[src/rtl/mem_stage_pkg.sv]
// Shared definitions for the memory stage: state encoding and default widths.
// Latency: n/a (definitions only).
// Backpressure: n/a.
package mem_stage_pkg;

    // Default datapath width.
    localparam int DW_DEFAULT = 32;

    // Register-number width.
    localparam int REG_AW = 5;

    // Data-memory interface FSM states.
    localparam logic [0:0] ST_IDLE = 1'b0;
    localparam logic [0:0] ST_WAIT = 1'b1;

endpackage

[src/rtl/dmem_if_fsm.sv]
// Data-memory handshake tracker: wait-state FSM, timeout counter, sticky bus error, stall.
// Latency: stall/done/timeout are combinational from state and dmem_ready; state updates next edge.
// Backpressure: stall_o holds the pipeline while an access is outstanding and not yet done.
module dmem_if_fsm
    import mem_stage_pkg::*;
#(
    parameter int TIMEOUT = 255
) (
    input  logic clk,
    input  logic rst,
    input  logic memop_i,
    input  logic ready_i,
    output logic timeout_o,
    output logic done_o,
    output logic stall_o,
    output logic bus_err_o
);

    localparam int CW = (TIMEOUT < 2) ? 1 : $clog2(TIMEOUT + 1);
    localparam logic [CW-1:0] CNT_LAST = CW'(TIMEOUT - 1);

    logic [0:0]    state_q, state_d;
    logic [CW-1:0] cnt_q, cnt_d;
    logic          bus_err_q, bus_err_d;

    // Access completes on ready, or is forced complete after the last allowed wait cycle.
    always_comb begin
        timeout_o = (state_q == ST_WAIT) && (cnt_q == CNT_LAST);
        done_o    = ready_i || timeout_o;
        stall_o   = memop_i && !done_o;
        bus_err_o = bus_err_q;
    end

    // Next state: enter WAIT only when the request is not answered in its first cycle.
    always_comb begin
        state_d   = state_q;
        cnt_d     = cnt_q;
        bus_err_d = bus_err_q | timeout_o;
        case (state_q)
            ST_IDLE: begin
                cnt_d = '0;
                if (memop_i && !ready_i) begin
                    state_d = ST_WAIT;
                end
            end
            ST_WAIT: begin
                if (done_o) begin
                    state_d = ST_IDLE;
                    cnt_d   = '0;
                end else begin
                    cnt_d = cnt_q + CW'(1);
                end
            end
            default: begin
                state_d = ST_IDLE;
                cnt_d   = '0;
            end
        endcase
    end

    // State, counter and sticky error registers; only reset clears the error.
    always_ff @(posedge clk) begin
        if (rst) begin
            state_q   <= ST_IDLE;
            cnt_q     <= '0;
            bus_err_q <= 1'b0;
        end else begin
            state_q   <= state_d;
            cnt_q     <= cnt_d;
            bus_err_q <= bus_err_d;
        end
    end

endmodule

[src/rtl/mem_stage.sv]
// Memory stage: EX/MEM and MEM/WB registers around a data-memory request/ready handshake.
// Latency: 1 cycle E->M, 1 cycle M->W, plus one stall cycle per memory wait state.
// Backpressure: StallMem freezes M and inserts W bubbles until the access completes or times out.
module mem_stage
    import mem_stage_pkg::*;
#(
    parameter int TIMEOUT = 255,
    parameter int DW      = DW_DEFAULT
) (
    input  logic              clk,
    input  logic              rst,
    input  logic [DW-1:0]     ALUOutE,
    input  logic [DW-1:0]     WriteDataE,
    input  logic [REG_AW-1:0] WriteRegE,
    input  logic              RegWriteE,
    input  logic              MemtoRegE,
    input  logic              MemReadE,
    input  logic              MemWriteE,
    output logic [DW-1:0]     ALUOutM,
    output logic [REG_AW-1:0] WriteRegM,
    output logic              RegWriteM,
    output logic [DW-1:0]     ResultW,
    output logic [REG_AW-1:0] WriteRegW,
    output logic              RegWriteW,
    output logic              StallMem,
    output logic              BusErr,
    output logic              dmem_req,
    output logic              dmem_we,
    output logic [DW-1:0]     dmem_addr,
    output logic [DW-1:0]     dmem_wdata,
    input  logic [DW-1:0]     dmem_rdata,
    input  logic              dmem_ready
);

    // EX/MEM fields
    logic [DW-1:0]     alu_m_q, alu_m_d;
    logic [DW-1:0]     wdata_m_q, wdata_m_d;
    logic [REG_AW-1:0] wreg_m_q, wreg_m_d;
    logic              regwrite_m_q, regwrite_m_d;
    logic              memtoreg_m_q, memtoreg_m_d;
    logic              memread_m_q, memread_m_d;
    logic              memwrite_m_q, memwrite_m_d;

    // MEM/WB fields
    logic [DW-1:0]     alu_w_q, alu_w_d;
    logic [DW-1:0]     rdata_w_q, rdata_w_d;
    logic [REG_AW-1:0] wreg_w_q, wreg_w_d;
    logic              regwrite_w_q, regwrite_w_d;
    logic              memtoreg_w_q, memtoreg_w_d;

    logic memop;
    logic timeout;
    logic done;
    logic stall;

    assign memop = memread_m_q | memwrite_m_q;

    dmem_if_fsm #(
        .TIMEOUT(TIMEOUT)
    ) u_fsm (
        .clk       (clk),
        .rst       (rst),
        .memop_i   (memop),
        .ready_i   (dmem_ready),
        .timeout_o (timeout),
        .done_o    (done),
        .stall_o   (stall),
        .bus_err_o (BusErr)
    );

    // Bus and forwarding outputs come straight from the M registers, so they hold during a stall.
    always_comb begin
        dmem_req   = memop;
        dmem_we    = memwrite_m_q;
        dmem_addr  = alu_m_q;
        dmem_wdata = wdata_m_q;
        ALUOutM    = alu_m_q;
        WriteRegM  = wreg_m_q;
        RegWriteM  = regwrite_m_q;
        StallMem   = stall;
        WriteRegW  = wreg_w_q;
        RegWriteW  = regwrite_w_q;
        ResultW    = memtoreg_w_q ? rdata_w_q : alu_w_q;
    end

    // Next state: M holds and W takes a bubble while stalled; a timed-out load returns zero.
    always_comb begin
        alu_m_d      = alu_m_q;
        wdata_m_d    = wdata_m_q;
        wreg_m_d     = wreg_m_q;
        regwrite_m_d = regwrite_m_q;
        memtoreg_m_d = memtoreg_m_q;
        memread_m_d  = memread_m_q;
        memwrite_m_d = memwrite_m_q;
        alu_w_d      = alu_w_q;
        rdata_w_d    = rdata_w_q;
        wreg_w_d     = wreg_w_q;
        regwrite_w_d = 1'b0;
        memtoreg_w_d = memtoreg_w_q;
        if (!stall) begin
            alu_m_d      = ALUOutE;
            wdata_m_d    = WriteDataE;
            wreg_m_d     = WriteRegE;
            regwrite_m_d = RegWriteE;
            memtoreg_m_d = MemtoRegE;
            memread_m_d  = MemReadE;
            memwrite_m_d = MemWriteE;
            alu_w_d      = alu_m_q;
            rdata_w_d    = timeout ? '0 : dmem_rdata;
            wreg_w_d     = wreg_m_q;
            regwrite_w_d = regwrite_m_q;
            memtoreg_w_d = memtoreg_m_q;
        end
    end

    // Pipeline registers with synchronous reset to all-zero.
    always_ff @(posedge clk) begin
        if (rst) begin
            alu_m_q      <= '0;
            wdata_m_q    <= '0;
            wreg_m_q     <= '0;
            regwrite_m_q <= 1'b0;
            memtoreg_m_q <= 1'b0;
            memread_m_q  <= 1'b0;
            memwrite_m_q <= 1'b0;
            alu_w_q      <= '0;
            rdata_w_q    <= '0;
            wreg_w_q     <= '0;
            regwrite_w_q <= 1'b0;
            memtoreg_w_q <= 1'b0;
        end else begin
            alu_m_q      <= alu_m_d;
            wdata_m_q    <= wdata_m_d;
            wreg_m_q     <= wreg_m_d;
            regwrite_m_q <= regwrite_m_d;
            memtoreg_m_q <= memtoreg_m_d;
            memread_m_q  <= memread_m_d;
            memwrite_m_q <= memwrite_m_d;
            alu_w_q      <= alu_w_d;
            rdata_w_q    <= rdata_w_d;
            wreg_w_q     <= wreg_w_d;
            regwrite_w_q <= regwrite_w_d;
            memtoreg_w_q <= memtoreg_w_d;
        end
    end

endmodule

[config.mk]
export PLATFORM = sky130hd
export DESIGN_NAME = mem_stage
export DESIGN_NICKNAME = d
export VERILOG_FILES = /design/src/rtl/mem_stage_pkg.sv /design/src/rtl/dmem_if_fsm.sv /design/src/rtl/mem_stage.sv
export SDC_FILE = /design/constraint.sdc
export NUM_CORES = 1
export LEC_CHECK = 0
export CAP_MARGIN = 15
export CELL_PAD_IN_SITES_DETAIL_PLACEMENT = 0
export CELL_PAD_IN_SITES_GLOBAL_PLACEMENT = 2
export CORE_AREA = 2 2 149 181
export DETAILED_ROUTE_END_ITERATION = 8
export DIE_AREA = 0 0 151 183
export GPL_ROUTABILITY_DRIVEN = 1
export MAX_ROUTING_LAYER = met4
export PLACE_DENSITY = 0.88
export REMOVE_ABC_BUFFERS = 1
export SYNTH_ARGS = -nofsm -noshare
export SYNTH_HDL_FRONTEND = slang
export SYNTH_SLANG_ARGS = --single-unit
[constraint.sdc]
create_clock -name clk -period 2.15 [get_ports clk]
set_input_delay 0.3225 -clock clk [delete_from_list [all_inputs] [get_ports clk]]
set_output_delay 0.3225 -clock clk [all_outputs]
set_load 0.005 [all_outputs]
# Word level (Yosys, flattened, before mapping)
# Cells that the tools add are included.
# W data, S select, Z words.
totals:
  ff_bits: 154
  in_bits: 108
  output_inout_bits: 144
  wordCells: 34
classes:
  addsub: 1
  eq_ne: 1
  n_mux: 7
  bitwise: 3
  n_reduce_logical: 7
op_table:
  columns: ["operator", "count"]
  rows:
  - ["$mux W32", 2]
  - ["$pmux W8 S2", 1]
  - ["$add A8 B1 Y8 const B", 1]
  - ["$eq A8 B8 Y1 const B", 1]
  - ["$mux W8", 1]
  - ["$logic_and A1 B1 Y1", 3]
  - ["$logic_not A1 Y1", 2]
  - ["$mux W1", 2]
  - ["$or A1 B1 Y1", 2]
  - ["$pmux W1 S2", 1]
  - ["$reduce_or A2 Y1", 1]
  - ["$logic_or A1 B1 Y1", 1]
  - ["$not A1 Y1", 1]

# Logic depth before layout (Yosys ltp)
logic_depth:
  depth_word: 6
  mapped_depth: 8
  depth_no_buf: 6

# Cells and area by module
# Synthesis repeated with hierarchy kept, for this count alone.
unflattened:
  cells_unflattened: 623
  area_unflattened_um2: 6276.0
by_module_without_submodules:
  columns: ["module", "n_inst", "cells_each", "area_each_um2", "seq_area_each_um2"]
  rows:
  - ["mem_stage", 1, 572, 5804.3, 2882.8]
  - ["dmem_if_fsm", 1, 51, 471.7, 200.2]

# Worst setup path after synthesis
# No wires, ideal clock.
synth_timing:
  path_kind: "reg-to-output"
  startpoint: "register u_fsm.cnt_q[0]"
  endpoint: "output StallMem"
  arrival_ps: 1486
  path_slack_ps: 342
  stages_incl_launch_ff: 8
  path_buffers: 2
  cell_sequence: "dfxtp_1 -> inv_1 -> ha_1 -> nand4_1 -> o211ai_2 -> inv_2 -> buf_4 -> buf_4"
synth_via:
  elab_chain_cells: 5
synth_lines:
  columns: ["item", "line_no", "rtl"]
  rows:
  - ["from (decl)", "dmem_if_fsm.sv:23", "logic [CW-1:0] cnt_q, cnt_d;"]
  - ["from (signal assigned)", "dmem_if_fsm.sv:69", "cnt_q <= cnt_d;"]
  - ["$eq A8 B8 Y1", "dmem_if_fsm.sv:28", "timeout_o = (state_q == ST_WAIT) && (cnt_q == CNT_LAST);"]
  - ["$logic_and A1 B1 Y1", "dmem_if_fsm.sv:28", null]
  - ["$logic_or A1 B1 Y1", "dmem_if_fsm.sv:29", "done_o = ready_i || timeout_o;"]
  - ["$logic_not A1 Y1", "dmem_if_fsm.sv:30", "stall_o = memop_i && !done_o;"]
  - ["$logic_and A1 B1 Y1", "dmem_if_fsm.sv:30", null]
  - ["to (decl)", "mem_stage.sv:25", "output logic StallMem,"]
# Every way passes these cells.

# Worst setup path after layout
layout_timing:
  startpoint: "register memtoreg_w_q"
  endpoint: "output ResultW[29]"
layout_via:
  elab_chain_cells: 1
layout_lines:
  columns: ["item", "line_no", "rtl"]
  rows:
  - ["from (decl)", "mem_stage.sv:49", "logic memtoreg_w_q, memtoreg_w_d;"]
  - ["from (signal assigned)", "mem_stage.sv:143", "memtoreg_w_q <= memtoreg_w_d;"]
  - ["$mux W32", "mem_stage.sv:83", "ResultW = memtoreg_w_q ? rdata_w_q : alu_w_q;"]
  - ["to (decl)", "mem_stage.sv:22", "output logic [DW-1:0] ResultW,"]
# Every way passes these cells.

==> impl_results.md <==
- Setup ws final: between 0.07 and 0.08 ns
- DIE AREA: 27600 µm²
- Max rail drop VDD: between 0.0004 and 0.0005 V
- Input/output buffers: 251
- Crit path buf inv count: 2
- Worst min-delay path category: primary input to flop
- Slew Viols, Final: 0
- Synth warn: 0
- CP Max Fanout: 8
- Gr ovfl total: 0
- CTS max path bufs: 2
- Synth top area share: 0.464
- Crit-path max cell delay: ~0.44 ns
- Antenna violations before repair: 0
- Setup TNS: 0 ns
- Core footprint: roughly 26000 µm²
- Sequential cell area: between 3000 and 4000 µm²
- Register area share after synthesis: 0.464
- Top Family by Delay on Critical Path: buffers and inverters
- Drt pass-1 iters: 4
- Kind of critical path: flop to output pin
- # diodes: 0
- FP Rows: 65
- Share of cells above drive strength 1: 0.106
- Primary FF master, synth: dfxtp_1
- Netlist cell types: 29
- WL final: about 19 mm
- Share of flip-flops with an asynchronous set or reset: 0
- Non-Filler Instances: ~1300
- Via Count: 5396
- Fmax: between 400 and 500 MHz
- Dpl hpwl: roughly 13 mm
- Crit start category: flop
- # fillers: approximately 2600
- I/O Pins: around 250
- Overall power: roughly 7.4 mW
- Nets@finish: between 1000 and 1500
- Initial DRC Count: approximately 190
- Crit-path cells: buf_16, mux2_2, clkdlybuf4s50_1
- Die Ht: ~180 µm
- EDFF count, synth: 0
- CTS tree: yes
- Synth cell count leaders: nand2_1 (215), dfxtp_1 (154), mux2i_1 (141), buf_4 (40), clkbuf_1 (36)
- Wire per inst: about 15 µm
- Syn_area_per_cell: about 9.5 µm²
- Fin util: 0.387
- Placed cell count: approximately 1200
- Slew HR: 0.574
- CTS Root Cell: clkbuf_16
- Power Density: around 740 nW/µm²
- H-tree levels: 4
- Levels on crit path: 3
- FF-to-FF path depth: 7
- Critical Path RT: about 1.8 ns
- RSZ-0062 raised after global routing: false
- Worst Skew: about 0.012 ns
- Chip width: 151 µm
- Final period util: 0.967
- Post-DR vias/cell: around 4.3
- GRT Total Usage: 0.137
- DRT antenna net count: 0
- Post-Synthesis Cells: 700
- DRC errors left: 0
- Gpl congestion: 0.701
- Lkg Pwr: roughly 4.2 nW
- Pre-CTS WS: approximately 0.15 ns
- Area delta synth->final: 50.6%
- First-pass GRT wire length: 28.4 mm
- Hold path depth: 3
- Synth Register Bits: around 150
- Largest cells by area after synthesis: dfxtp_1 (46%), mux2i_1 (21%), nand2_1 (12%)
- WP data arrival: about 1.8 ns
- CTS clock-pin slew for the worst setup and hold paths: approximately 0.07 ns
- Slew @ Worst Pin: approximately 0.63 ns
- Final Hold Viols: 0
- Critical Path End Type: output pin
- Status: finished, final reports clean
- Tmin final: between 2 and 2.5 ns
- Vias in the first global route: between 5000 and 6000
- Final Setup Violations: 0
- Skew-Pair Late Insertion Delay: ~0.43 ns
- Area taken by multi-input logic gates: ~3000 µm²
- Max cap viols: 0
- Initial Utilization: 0.257
- Cell area after synthesis: roughly 6600 µm²
- Largest net degree at the start of global routing: 58
- Area leader, netlist: dfxtp_1
- TritonCTS buffer count: 17
- Most frequent cell after synthesis: nand2_1
- Clock Sinks: between 150 and 200
- Slowest CP cell: clkdlybuf4s50_1
[cell usage in the layout, fill, tap and decap left out, types with 3 or more instances in the layout]
master / count
a21oi_1: 3
buf_12: 9
buf_4: 17
clkbuf_16: 17
clkdlybuf4s50_1: 220
clkinv_2: 3
clkinvlp_4: 3
dfxtp_1: 151
dlygate4sd2_1: 31
inv_1: 3
inv_6: 4
mux2_2: 32
mux2i_1: 141
nand2_1: 215
nand3_1: 3
nor2_1: 7
o211ai_1: 32
o21ai_0: 4
or3_1: 3
[logic make-up (layout without fill, tap and decap cells)]
logic type / after synthesis / in the layout / share of synthesized area
compound gates: 46 / 46 / 0.0509
mux: 173 / 173 / 0.267
simple gates: 233 / 233 / 0.136
flops: 154 / 154 / 0.464
xor+xnor: 3 / 3 / 0.00396
buf+inv: 89 / 315 / 0.0742
fa+ha+maj: 2 / 2 / 0.00377
[per-stage QoR]
step,hold slack (ns),cell area (µm²)
after floorplan,0.431,6170
after global placement,0.440,9380
after detailed placement,0.444,9380
after CTS,0.420,9960
after global routing,0.433,10000
final,0.437,10000
[repair_timing]
action | 4_1_cts | 5_1_grt
setup endpoints to repair | 33 | 3
hold buffers | 0 | 0
pin swaps | 2 | 1
resized for setup | 33 | 2
setup buffers | 1 | 4
cloned | 1 | 0
[per-layer routing]
layer  up-vias  wire (µm)  track usage
met1      2486       8300        0.167
met5         -          0            -
met3         9        883       0.0318
met4         0        163       0.0393
met2       151       9250        0.228
li1       2750          -            -
[sequential cells by signal, indices dropped and copies added (netlist names), 5 cells and up]
signal	flops
rdata_w_q	32
WriteRegM	5
WriteRegW	5
ALUOutM	32
u_fsm.cnt_q	8
dmem_wdata	32
alu_w_q	32
[final cells by class]
type	instances	share of cell area
inverters	5	0.00288
clock buffers	19	0.0443
clock inverters	13	0.0141
well taps	335	0.0419
repair buffers	278	0.281
flip-flops and latches	154	0.309
multi-input cells	457	0.307
[path summary, 6_finish.rpt]
| kind | start | to | slack, ns |
|---|---|---|---|
| setup / recovery | memtoreg_w_q$_SDFFE_PP0N_ | ResultW[29] | 0.07 |
| hold / removal | WriteDataE[16] | dmem_wdata[16]$_SDFFE_PP0N_ | 0.44 |
| setup reg to reg | u_fsm.cnt_q[0]$_SDFF_PP0_ | ALUOutM[13]$_SDFFE_PP0N_ | 0.29 |
| hold reg to reg | u_fsm.cnt_q[0]$_SDFF_PP0_ | u_fsm.cnt_q[0]$_SDFF_PP0_ | 0.44 |
[report_power, final]
part / switching (mW) / leakage (nW) / internal, mW
registers: 0.116 / 1.27 / 3.06
logic: 0.475 / 2.61 / 0.772
clock network: 1.26 / 0.281 / 1.75
total: 1.85 / 4.17 / 5.58
[worst min-delay path, stage by stage]
cell and delay, ns:
clkdlybuf4s50_1 0.40, nand2_1 0.05, mux2i_1 0.05
Power figures use the tool's default switching activity.
